File: config.mk
export PLATFORM = sky130hd
export DESIGN_NAME = uart_program_loader_flat
export DESIGN_NICKNAME = d
export VERILOG_FILES = /design/src/rtl/uart_program_loader_if.sv /design/src/rtl/uart_program_loader.sv /design/src/flat_wrapper.sv
export SDC_FILE = /design/constraint.sdc
export NUM_CORES = 1
export LEC_CHECK = 0
export ABC_AREA = 1
export CAP_MARGIN = 20
export CORE_MARGIN = 10
export CORE_UTILIZATION = 45
export CTS_CLUSTER_DIAMETER = 100
export DETAILED_ROUTE_END_ITERATION = 8
export HOLD_SLACK_MARGIN = 0.15
export PLACE_DENSITY = 0.65
export SLEW_MARGIN = 15
export SYNTH_ARGS = -nofsm -noshare
export SYNTH_HDL_FRONTEND = slang
export SYNTH_SLANG_ARGS = --single-unit
File: constraint.sdc
create_clock -name clk -period 2.17 [get_ports clk]
set_input_delay 0.434 -clock clk [delete_from_list [all_inputs] [get_ports clk]]
set_output_delay 0.434 -clock clk [all_outputs]
set_load 0.02 [all_outputs]
File: src/rtl/uart_program_loader_if.sv
// uart_program_loader_if: serial input plus memory-load and boot-status signals of the program loader.
interface uart_program_loader_if #(
    parameter int ADDR_WIDTH = 8
);
    logic uartRx;
    logic memWriteEnable;
    logic [ADDR_WIDTH-1:0] memAddress;
    logic [31:0] memWriteData;
    logic cpuReset;
    logic loading;
    logic done;
    logic error;
    modport master (
        input uartRx,
        output memWriteEnable, memAddress, memWriteData, cpuReset, loading, done, error
    );
    modport slave (
        output uartRx,
        input memWriteEnable, memAddress, memWriteData, cpuReset, loading, done, error
    );
endinterface

File: src/rtl/uart_program_loader.sv
// uart_program_loader: receives a length-prefixed little-endian image over UART 8N1, writes it into
// instruction memory word by word and holds the CPU in reset until the whole image is in place.
module uart_program_loader #(
    parameter int CLKS_PER_BIT = 434,
    parameter int ADDR_WIDTH = 8
) (
    input logic clk,
    input logic rst,
    uart_program_loader_if.master bus
);
    localparam int CW = $clog2(CLKS_PER_BIT);
    localparam logic [CW-1:0] FULL = CW'(CLKS_PER_BIT - 1);
    localparam logic [CW-1:0] HALF = CW'(CLKS_PER_BIT / 2 - 1);
    localparam logic [16:0] CAP = 17'(1) << ADDR_WIDTH;

    typedef enum logic [1:0] {RX_IDLE, RX_START, RX_DATA, RX_STOP} rx_state_t;
    typedef enum logic [2:0] {LD_LEN_LO, LD_LEN_HI, LD_DATA, LD_DONE, LD_ERROR} ld_state_t;

    rx_state_t rx_state, rx_next;
    ld_state_t ld_state, ld_next;
    logic [1:0] sync;
    logic rx;
    logic [CW-1:0] cnt;
    logic [2:0] bit_cnt;
    logic [7:0] shift;
    logic byte_valid, frame_error;
    logic [7:0] count_lo;
    logic [15:0] count, len;
    logic [ADDR_WIDTH:0] words;
    logic [1:0] byte_idx;
    logic [23:0] word_buf;
    logic we;
    logic [ADDR_WIDTH-1:0] addr;
    logic [31:0] wdata;

    assign rx = sync[1];
    assign len = {shift, count_lo};

    always_ff @(posedge clk) begin
        if (rst) begin
            rx_state <= RX_IDLE;
            ld_state <= LD_LEN_LO;
        end else begin
            rx_state <= rx_next;
            ld_state <= ld_next;
        end
    end

    // byte_valid/frame_error fire in the stop-sample cycle so the write strobe lands one clock later
    always_comb begin
        rx_next = rx_state;
        byte_valid = 1'b0;
        frame_error = 1'b0;
        case (rx_state)
            RX_IDLE: rx_next = rx ? RX_IDLE : RX_START;
            RX_START: if (cnt == HALF) rx_next = rx ? RX_IDLE : RX_DATA;
            RX_DATA: if (cnt == FULL && bit_cnt == 3'd7) rx_next = RX_STOP;
            RX_STOP: if (cnt == FULL) begin
                rx_next = RX_IDLE;
                byte_valid = rx;
                frame_error = !rx;
            end
            default: rx_next = RX_IDLE;
        endcase
    end

    always_ff @(posedge clk) begin
        if (rst) begin
            sync <= 2'b11;
            cnt <= '0;
            bit_cnt <= '0;
            shift <= '0;
        end else begin
            sync <= {sync[0], bus.uartRx};
            cnt <= (rx_state == RX_IDLE || cnt == (rx_state == RX_START ? HALF : FULL)) ? '0 : cnt + 1'b1;
            if (rx_state == RX_IDLE) bit_cnt <= '0;
            else if (rx_state == RX_DATA && cnt == FULL) begin
                bit_cnt <= bit_cnt + 1'b1;
                shift <= {rx, shift[7:1]};
            end
        end
    end

    // DONE is taken the cycle after the final strobe, once the write counter has caught up
    always_comb begin
        ld_next = ld_state;
        case (ld_state)
            LD_LEN_LO: if (byte_valid) ld_next = LD_LEN_HI;
            LD_LEN_HI: if (byte_valid) ld_next = (len == '0) ? LD_DONE : ({1'b0, len} > CAP) ? LD_ERROR : LD_DATA;
            LD_DATA: if (we && 32'(count) == 32'(words)) ld_next = LD_DONE;
            default: ld_next = ld_state;
        endcase
        if (frame_error && ld_state inside {LD_LEN_LO, LD_LEN_HI, LD_DATA}) ld_next = LD_ERROR;
    end

    always_ff @(posedge clk) begin
        if (rst) begin
            count_lo <= '0;
            count <= '0;
            words <= '0;
            byte_idx <= '0;
            word_buf <= '0;
            we <= 1'b0;
            addr <= '0;
            wdata <= '0;
        end else begin
            we <= 1'b0;
            if (byte_valid && ld_state == LD_LEN_LO) count_lo <= shift;
            if (byte_valid && ld_state == LD_LEN_HI) begin
                count <= len;
                words <= '0;
                byte_idx <= '0;
            end
            if (byte_valid && ld_state == LD_DATA) begin
                byte_idx <= byte_idx + 1'b1;
                word_buf <= {shift, word_buf[23:8]};
                if (byte_idx == 2'd3) begin
                    we <= 1'b1;
                    addr <= words[ADDR_WIDTH-1:0];
                    wdata <= {shift, word_buf};
                    words <= words + 1'b1;
                end
            end
        end
    end

    assign bus.memWriteEnable = we;
    assign bus.memAddress = addr;
    assign bus.memWriteData = wdata;
    assign bus.cpuReset = ld_state != LD_DONE;
    assign bus.done = ld_state == LD_DONE;
    assign bus.error = ld_state == LD_ERROR;
    assign bus.loading = ld_state inside {LD_LEN_LO, LD_LEN_HI, LD_DATA};
endmodule

File: src/flat_wrapper.sv
// flat-port wrapper written by rule: the top's interface ports become plain ports
module uart_program_loader_flat 
#(
    parameter int CLKS_PER_BIT = 434,
    parameter int ADDR_WIDTH = 8
)
  (clk, rst, bus_uartRx, bus_memWriteEnable, bus_memAddress, bus_memWriteData, bus_cpuReset, bus_loading, bus_done, bus_error);
  uart_program_loader_if #(.ADDR_WIDTH(ADDR_WIDTH)) bus_i ();
  input logic clk;
  input logic rst;
  input wire logic [$bits(bus_i.uartRx)-1:0] bus_uartRx;
  output wire logic [$bits(bus_i.memWriteEnable)-1:0] bus_memWriteEnable;
  output wire logic [$bits(bus_i.memAddress)-1:0] bus_memAddress;
  output wire logic [$bits(bus_i.memWriteData)-1:0] bus_memWriteData;
  output wire logic [$bits(bus_i.cpuReset)-1:0] bus_cpuReset;
  output wire logic [$bits(bus_i.loading)-1:0] bus_loading;
  output wire logic [$bits(bus_i.done)-1:0] bus_done;
  output wire logic [$bits(bus_i.error)-1:0] bus_error;
  assign bus_i.uartRx = bus_uartRx;
  assign bus_memWriteEnable = bus_i.memWriteEnable;
  assign bus_memAddress = bus_i.memAddress;
  assign bus_memWriteData = bus_i.memWriteData;
  assign bus_cpuReset = bus_i.cpuReset;
  assign bus_loading = bus_i.loading;
  assign bus_done = bus_i.done;
  assign bus_error = bus_i.error;
  uart_program_loader #(.CLKS_PER_BIT(CLKS_PER_BIT), .ADDR_WIDTH(ADDR_WIDTH)) u_core (.clk(clk), .rst(rst), .bus(bus_i));
endmodule
==> results.md, run 1 <==
* GP Congestion at 0.844
* Number of port buffers at 47
* Post-CTS Setup Bufs at 0
* Detail Placement HPWL at roughly 7.8 mm
* Initial DRC Count at 315
* DRC violations left at 0
* Core Util, Final at between 50 and 60%
* Core area at 10900 µm²
* Hold Crit Endpoint: u_core.sync[1]
* Pins over their slew limit at 0
* Fin crit share at between 90% and 100%
* Data arrival, critical path at 1.58 ns
* Vias in the first global route at 4198
* Post-Synthesis Cells at 651
* Hold depth at 1
* Outcome: complete, no violations
* Design area at 6230 µm²
* Top post-synthesis cells by area: dfxtp_1 (50%), o21ai_0 (8.1%), a21oi_1 (6.9%), nand2_1 (6.7%), nand3_1 (6.0%)
* Final Hold Fails at 0
* Max FO, Critical Path at 4
* # rows at 38
* CTS Sinks at 127
* Synth warnings at 0
* Crit path kind: register to primary output
* Top Ports at 48
* Critical Path RT at 1.74 ns
* Diodes inserted at 0
* Main flop type after synthesis: dfxtp_1
* Area leader, netlist: dfxtp_1
* DR vias/cell at 5.19
* Flops & latches, synth at 127
* H-tree Lvls at 4
* Total congestion overflow at 0
* DRT Wirelength at 11.6 mm
* Startpoint Class: register
* Fin cells at 845
* Setup TNS at 0 ns
* Worst R2R End: u_core.words[6]
* Post-synth EDFFs at 0
* Worst VDD drop at 0.000515 V
* R2r startpoint: u_core.cnt[1]
* Mapped Nets at 661
* Vias at 4389
* Global-route wire length before repair at approximately 20 mm
* Yosys top cell area share at 50.3%
* Clock transition at the registers of the reported paths at 0.05 ns
* Die Wd at 126 µm
* Post-synthesis cell area at 5060 µm²
* Pre-antenna DRT Iters at 5
* CTS Buf Count at 17
* Post-synth ARST share at 0%
* Tmin final at 2.01 ns
* GRT Total Usage at 14.9%
* Distinct cell type count after synthesis at 32
* P per Cell Area at 860 nW/µm²
* Max Cap Violations at 0
* Nets at approximately 700
* Clk_lat worst skew at around 0.41 ns
* CTS tree: done
* FMAX at between 0.4 and 0.5 GHz
* Placed insts at roughly 810
* Sequential share of the synthesized area at 50.3%
* Clock Skews at 0.00568 ns
* Die Y at 126 µm
* Syn avg cell area at around 7.8 µm²
* Cts hold-fix bufs at 0
* Post-DRT Antenna Nets at 0
* Initial antenna violation count at 0
* Leakage at 2.46 nW
* Max Root-Sink Buffers at 2
* Initial core utilization at a little under half
* Crit. End Element: primary output
* Max-slew headroom at the worst pin at 59.4%
* Clock Root Buffer: clkbuf_16
* Pin count of the biggest net entering global routing at 75
* WL/cell at 13.7 µm
* Layout cells sized above 1 at a little under a tenth
* Unrepaired setup endpoints after global routing: false
* Area grow syn2layout at 23.1%
* Worst r2r path cells at 11
* Placed cell area at 5610 µm²
* Final setup viols at 0
* Total Die Area at 15900 µm²
* Worst-Margin Slew at 0.609 ns
* Worst Hold Class: register to register
* R2R setup slack at approximately 0.31 ns
* Worst Min Path Start: u_core.sync[0]
==> metrics by stage <==
| step | total power, mW | setup WS (ns) | hold slack [ns] |
|---|---|---|---|
| 4_1_cts | 5.39 | 0.0942 | 0.413 |
| 2_1_floorplan | 2.53 | 0.523 | 0.389 |
| 3_3_place_gp | 2.57 | 0.261 | 0.403 |
| 5_1_grt | 5.54 | 0.0462 | 0.441 |
| 3_5_place_dp | 2.58 | 0.177 | 0.396 |
| 6_report | 5.35 | 0.155 | 0.407 |
==> Yosys cell counts, types with 2 or more instances <==
cell type,n
dfxtp_1,127
nand2_1,90
o21ai_0,82
inv_1,71
a21oi_1,70
nand3_1,61
nor2_1,53
clkbuf_1,13
buf_2,11
o21ai_2,10
nor3_1,8
ha_1,7
o21ai_1,6
buf_1,5
nand4_1,5
or2_2,5
xor2_1,5
buf_4,3
xnor2_1,3
buf_6,2
nand2_2,2
nor2_2,2
==> how the worst max path moves through the flow <==
stage / start / end
floorplan: u_core.ld_state[0] / bus_cpuReset
global placement: u_core.ld_state[0] / bus_loading
detailed placement: u_core.cnt[0] / u_core.word_buf[15]
CTS: u_core.ld_state[2] / bus_error
global route: u_core.cnt[1] / u_core.bus.memWriteData[13]
finish: u_core.ld_state[0] / bus_loading
==> cell families after synthesis <==
family                     Yosys count  synth area share (%)
adders and majority gates            7                  1.73
AOI/OAI and AO/OA                  171                  17.8
DFF                                127                  50.3
buffers and inverters              107                  8.76
xor gates and xnor gates             8                  1.39
and+or+nand+nor                    231                  20.0
==> critical path, stage by stage, from the launching register on <==
cell and delay, ns:
dfxtp_1 0.38, inv_1 0.10, o21ai_1 0.26, inv_1 0.10
dlygate4sd2_1 0.33
==> where the power goes <==
part	switching (mW)	internal [mW]
sequential	0.0138	2.35
clock	1.04	1.79
combinational	0.116	0.0532
total	1.17	4.18
==> layout make-up <==
class                      count  area (µm²)
inverter                      73         279
fill                        1025        4710
clock inverter                12         134
timing repair buffer          56         557
tap                          140         175
clock buffer                  20         467
multi-input combinational    417        2070
sequential                   127        2540
==> cell usage in the layout, fill, tap and decap left out, drive strengths merged, types with 2 or more instances in the layout <==
cell / instances
buf: 9
xor2: 5
clkinv: 7
or2: 5
nand3: 62
nand4: 5
nor3: 8
clkdlybuf4s50: 43
bufinv: 2
clkbuf: 20
inv: 73
a21oi: 70
dlygate4sd2: 3
nor2: 56
xnor2: 3
ha: 7
o21ai: 98
dfxtp: 127
clkinvlp: 3
nand2: 92
==> timing repair <==
action                                  in CTS  in global routing
resized for setup                            4                  5
endpoints found under the setup margin       3                 14
endpoints found under the hold margin        0                  0
==> sequential cells by signal, summed over array words and instances, names as in the netlist, named ones only <==
name and flops:
u_core.rx_state 1, u_core.cnt 9, u_core.ld_state 3, u_core.shift 8
u_core.sync 2, u_core.bit_cnt 3, u_core.byte_idx 2, u_core.bus.memWriteData 32
u_core.count 16, u_core.bus.memWriteEnable 1, u_core.bus.memAddress 8, u_core.words 9
u_core.word_buf 24, u_core.count_lo 8
==> metal layers <==
metal / GRT usage [%] / vias up / part of all wire [%]
met3: 4.78 / 16 / 6.0
met4: 5.89 / 0 / 1.3
met5: 0 / - / 0
li1: - / 2219 / -
met2: 23.7 / 96 / 47
met1: 18.4 / 2058 / 46
Power figures use the tool's default switching activity.
==> run 2: changes to the inputs <==
--- a/config.mk
+++ b/config.mk
@@ -8,11 +8,10 @@
 export ABC_AREA = 1
 export CAP_MARGIN = 20
 export CORE_MARGIN = 10
-export CORE_UTILIZATION = 45
+export CORE_UTILIZATION = 40
 export CTS_CLUSTER_DIAMETER = 100
 export DETAILED_ROUTE_END_ITERATION = 8
 export HOLD_SLACK_MARGIN = 0.15
-export PLACE_DENSITY = 0.65
 export SLEW_MARGIN = 15
 export SYNTH_ARGS = -nofsm -noshare
 export SYNTH_HDL_FRONTEND = slang
==> run 2 against run 1 <==
  * Combinational power is essentially flat
  * Core utilization decreased by 6.7 points
  * Highest routed layer unchanged
  * Worst setup slack improved by 0.020 ns
  * Largest power group unchanged
==> results.md, run 2 (synthesis gave the netlist of run 1 again) <==
* Outcome: complete, no violations
* Total Die Area at 17500 µm² (+10%)
* Initial DRC Count at 268 (-15%)
* Max Root-Sink Buffers at 2 (unchanged)
* Highest-count cells in the layout ignoring fill and taps: dfxtp_1 (127), nand2_1 (90), o21ai_0 (81), inv_1 (70), a21oi_1 (70)
* Most common cell after layout, fill and taps aside: dfxtp_1
* Core area at 12500 µm² (+14%)
* Final setup margin at 0.175 ns (+0.0198 ns)
* Crit path cell chain: inv_1 > o21ai_1 > inv_1 > dlygate4sd2_1
* Clock Root Buffer: clkbuf_16
* CTS tree: done
* Crit. End Element: primary output
* Area grow syn2layout at 24.4%
* Placed insts at 847 (+4.2%)
* Design area at 6290 µm² (+1.1%)
* Initial core utilization at 40.4% (-5.8 points)
* P per Cell Area at 867 nW/µm² (+0.85%)
* Setup TNS at 0 ns (unchanged)
* Layout cells sized above 1 at 8.92% (-0.58 points)
* # rows at 41 (+7.9%)
* Fin crit share at 91.9% (-0.91 points)
* Data arrival, critical path at 1.56 ns (-0.02 ns)
* Post-DRT Antenna Nets at 0 (unchanged)
* Placed cell area at 5670 µm² (+0.98%)
* Clk_lat worst skew at 0.41 ns (about the same)
* Number of fill cells at 1245 (+21%)
* Final Hold Fails at 0 (unchanged)
* Tmin final at 2.00 ns (-0.0198 ns)
* Worst Hold Class: register to register
* DRC violations left at 0 (unchanged)
* Pins over their slew limit at 0 (unchanged)
* GP Congestion at 0.788 (-6.6%)
* Max FO, Critical Path at 4 (unchanged)
* Top cell by count, worst path: inv_1
* Die Y at 132 µm (+5.1%)
* Post-CTS Setup Bufs at 0 (unchanged)
* Crit path kind: register to primary output
* CTS Sinks at 127 (unchanged)
* R2R setup slack at 0.24 ns (-0.07 ns)
* Vias at 4301 (-2.0%)
* Clock transition at the registers of the reported paths at 0.05 ns (about the same)
* Detail Placement HPWL at 8.15 mm (+4.2%)
* Final setup viols at 0 (unchanged)
* Max Cap Violations at 0 (unchanged)
* Initial antenna violation count at 0 (unchanged)
* Diodes inserted at 0 (unchanged)
* Vias in the first global route at 4137 (-1.5%)
* Unrepaired setup endpoints after global routing: false
* DRT Wirelength at 11.5 mm (-0.54%)
* Pin count of the biggest net entering global routing at 45 (-40%)
* Core Util, Final at 50.3% (-6.7 points)
* Max reg flops at 32 (unchanged)
* Pre-antenna DRT Iters at 6 (+1)
* Worst Path Buf+Inv at 3 (unchanged)
* DR vias/cell at 4.90 (-5.7%)
* Slowest stage delay, CP at 0.37 ns (about the same)
* Leakage at 2.48 nW (+0.96%)
* Dpl ws at 0.161 ns (-0.0162 ns)
* Startpoint Class: register
* Kind of cell adding the most delay to the critical path: buffers and inverters
* Slowest cell on crit path: dfxtp_1
* Critical Path RT at 1.74 ns (about the same)
* GRT Total Usage at 13.3% (-1.6 points)
* Clock Skews at 0.00695 ns (+0.00128 ns)
* Number of port buffers at 47 (unchanged)
* Nets at 704 (+0.28%)
* FMAX at 0.501 GHz (+0.99%)
* Total congestion overflow at 0 (unchanged)
* Max-slew headroom at the worst pin at 59.5% (+0.090 points)
* Worst-Margin Slew at 0.607 ns (-0.00136 ns)
* Die Wd at 132 µm (+5.1%)
* Global-route wire length before repair at 19.6 mm (-2.0%)
* H-tree Lvls at 4 (unchanged)
* Fin cells at 878 (+3.9%)
* Top Ports at 48 (unchanged)
* CTS Buf Count at 17 (unchanged)
* Worst VDD drop at 0.000501 V (-2.8%)
* WL/cell at 13.1 µm (-4.3%)
## run 2: changes by cell type in the layout (fill, tap and decap cells not counted), moves of 2 or more
cell | previous run | this run
buf_6 | 2 | 0
buf_4 | 6 | 9
clkbuf_8 | 3 | 1
inv_6 | 2 | 0
bufinv_16 | 2 | 4
clkbuf_1 | 0 | 3
## run 2: worst paths after layout
check | from | endpoint | depth (start not counted)
setup / recovery | u_core.ld_state[0] | bus_loading | 4
hold / removal | u_core.sync[0] | u_core.sync[1] | 1
setup reg to reg | u_core.cnt[0] | u_core.word_buf[10] | 9
hold reg to reg | u_core.sync[0] | u_core.sync[1] | 1
## run 2: final cells by class
type | count | area, µm² | area share [%]
timing repair buffer | 58 | 576 | 9.15
clock buffer | 21 | 450 | 7.16
inverter | 73 | 275 | 4.37
sequential | 127 | 2540 | 40.4
clock inverter | 10 | 163 | 2.59
tap | 172 | 215 | 3.42
multi-input combinational | 417 | 2070 | 32.9
## run 2: where the power goes
part	switching [mW]	leakage [nW]	internal, mW	total, mW
combinational	0.116	1.16	0.0523	0.168
clock	0.984	0.293	1.94	2.93
sequential	0.0135	1.02	2.35	2.36
total	1.11	2.48	4.34	5.46
## run 2: worst reg2reg max path, delay by kind of cell, from the launching register on
kind	cells	cell delay (ns)
simple gates	4	0.53
buf+inv	2	0.43
fa+ha+maj	1	0.18
flops	1	0.42
compound gates	2	0.29
## run 2: timing repair
action	CTS	global route
resized for setup	3	4
cloned	0	0
hold buffers	0	0
setup endpoints to repair	3	19
## run 2: through the flow
stage	power [mW]	hold WS, ns
CTS	5.50	0.413
global placement	2.57	0.398
detailed placement	2.58	0.396
finish	5.46	0.411
global route	5.64	0.434
floorplan	2.53	0.389
## run 2: per-layer routing
metal,global-route usage (%),part of all wire (%)
met5,0,0
met4,4.58,1.0
met3,4.31,4.3
met2,22.0,48
met1,16.0,47
==> run 3: changes to the inputs <==
--- a/config.mk
+++ b/config.mk
@@ -9,9 +9,11 @@
 export CAP_MARGIN = 20
 export CORE_MARGIN = 10
 export CORE_UTILIZATION = 40
+export CTS_BUF_LIST = sky130_fd_sc_hd__clkbuf_8
 export CTS_CLUSTER_DIAMETER = 100
 export DETAILED_ROUTE_END_ITERATION = 8
 export HOLD_SLACK_MARGIN = 0.15
+export SKIP_CTS_REPAIR_TIMING = 1
 export SLEW_MARGIN = 15
 export SYNTH_ARGS = -nofsm -noshare
 export SYNTH_HDL_FRONTEND = slang
==> constraint.sdc (replaced) <==
create_clock -name clk -period 1.97 [get_ports clk]
set_input_delay 0.394 -clock clk [delete_from_list [all_inputs] [get_ports clk]]
set_output_delay 0.394 -clock clk [all_outputs]
set_load 0.02 [all_outputs]
==> run 3 against run 2 <==
  * Worst setup slack got worse by 0.017 ns
  * Die area stayed put
  * Cell count increased by 1.1%
  * Clock skew rose by 0.0035 ns
==> results.md, run 3 (synthesis gave the netlist of run 1 again) <==
* Max Cap Violations at 0 (unchanged)
* CTS Buf Count at 17 (unchanged)
* Area grow syn2layout at 22.4%
* Initial DRC Count at 287 (+7.1%)
* Clock transition at the registers of the reported paths at 0.07 ns (+0.02 ns)
* H-tree Lvls at 4 (unchanged)
* Initial antenna violation count at 0 (unchanged)
* Most common cell after layout, fill and taps aside: dfxtp_1
* FMAX at 0.552 GHz
* WL/cell at 13.1 µm (+0.12%)
* Diodes inserted at 0 (unchanged)
* Final setup margin at 0.158 ns (-0.0169 ns)
* # rows at 41 (unchanged)
* Startpoint Class: register
* Clock Root Buffer: clkbuf_8
* Number of port buffers at 47 (unchanged)
* Clock Power Share at 45.1% (-8.6 points)
* P_sw at 1.14 mW (+2.3%)
* Max Root-Sink Buffers at 2 (unchanged)
* Placed cell area at 5740 µm² (+1.3%)
* Total Die Area at 17500 µm² (unchanged)
* Max-slew headroom at the worst pin at 60.6% (+1.1 points)
* Leakage at 2.44 nW (-1.4%)
* Nets at 714 (+1.4%)
* Layout cells sized above 1 at 10.6% (+1.7 points)
* Slowest stage delay, CP at 0.62 ns (+0.25 ns)
* Setup TNS at 0 ns (unchanged)
* Detail Placement HPWL at 8.36 mm (+2.6%)
* Int Pwr at 3.94 mW (-9.2%)
* Vias in the first global route at 4162 (+0.60%)
* Number of fill cells at 1265 (+1.6%)
* CTS Sinks at 127 (unchanged)
* Seq pwr share at 51.0% (+7.7 points)
* Core area at 12500 µm² (unchanged)
* Post-DRT Antenna Nets at 0 (unchanged)
* CTS tree: done
* Final hold slack at 0.415 ns (+0.00325 ns)
* Fin crit share at between 90% and 100%
* Fin cells at 888 (+1.1%)
* Max FO, Critical Path at 2 (-2)
* Combinational cell fraction of total power at 3.9% (+0.8 points)
* Highest-count cells in the layout ignoring fill and taps: dfxtp_1 (127), nand2_1 (90), o21ai_0 (81), inv_1 (71), a21oi_1 (70)
* Pre-antenna DRT Iters at 4 (-2)
* Placed insts at 855 (+0.94%)
* Outcome: complete, no violations
* DRT Wirelength at 11.7 mm (+1.3%)
* Design area at 6190 µm² (-1.6%)
* Initial core utilization at 40.4% (unchanged)
* Worst Hold Class: register to register
* Pins over their slew limit at 0 (unchanged)
* Kind of cell adding the most delay to the critical path: buffers and inverters
* DRC violations left at 0 (unchanged)
* Die Wd at 132 µm (unchanged)
* Data arrival, critical path at 1.42 ns (-0.14 ns)
* Crit. End Element: primary output
* Total congestion overflow at 0 (unchanged)
* Clk_lat worst skew at 0.44 ns (+0.03 ns)
* Top Ports at 48 (unchanged)
* Final setup viols at 0 (unchanged)
* Slowest cell on crit path: clkdlybuf4s50_1
* DR vias/cell at 4.82 (-1.5%)
* Final Power at 5.08 mW (-6.8%)
* Worst-Margin Slew at 0.590 ns (-0.0169 ns)
* GRT Total Usage at 13.6% (+0.29 points)
* Crit path kind: register to primary output
* Tmin final at 1.81 ns
* GP Congestion at 0.811 (+3.0%)
* Switching share of power at 22.4% (+2.0 points)
* Max reg flops at 32 (unchanged)
* Critical Path RT at 1.58 ns (-0.16 ns)
* Final Hold Fails at 0 (unchanged)
* Worst Path Buf+Inv at 1 (-2)
* Clock Skews at 0.0104 ns (+0.00348 ns)
* Worst VDD drop at 0.000434 V (-13%)
* Pin count of the biggest net entering global routing at 50 (+11%)
* Dpl ws at 0.141 ns (-0.0203 ns)
* Core Util, Final at 49.5% (-0.82 points)
* Crit path cell chain: clkdlybuf4s50_1
* Die Y at 132 µm (unchanged)
* P per Cell Area at 821 nW/µm² (-5.3%)
* Global-route wire length before repair at 19.8 mm (+1.0%)
* Vias at 4283 (-0.42%)
## run 3: area by class of cell
| type | instances | area, µm² | area share [%] |
|---|---|---|---|
| timing repair buffer | 67 | 656 | 10.6 |
| timing repair inverter | 1 | 5.00 | 0.0809 |
| clock inverter | 12 | 145 | 2.34 |
| tap | 172 | 215 | 3.48 |
| sequential | 127 | 2540 | 41.1 |
| inverter | 73 | 279 | 4.51 |
| multi-input combinational | 417 | 2090 | 33.7 |
| clock buffer | 19 | 262 | 4.22 |
## run 3: power by group through the flow
stage	Clock, mW	Combinational [mW]	Sequential [mW]
2_1_floorplan	0	0.142	2.65
3_3_place_gp	0	0.191	2.65
3_5_place_dp	0	0.196	2.65
4_1_cts	2.35	0.198	2.59
5_1_grt	2.47	0.220	2.59
6_report	2.29	0.198	2.59
## run 3: routing by layer
metal / routed length, µm / up-vias / GRT usage [%]
li1: - / 2243 / -
met1: 5400 / 1950 / 15.8
met2: 5540 / 73 / 22.4
met3: 510 / 17 / 4.39
met4: 226 / 0 / 6.36
met5: 0 / - / 0
## run 3: path summary, 6_finish.rpt
check	from	to	slack [ns]	cells after the start
hold / removal	u_core.sync[0]	u_core.sync[1]	0.41	1
hold reg to reg	u_core.sync[0]	u_core.sync[1]	0.41	1
setup reg to reg	u_core.cnt[1]	u_core.bus.memWriteData[15]	0.17	11
setup / recovery	u_core.bus.memWriteEnable	bus_memWriteEnable	0.16	1
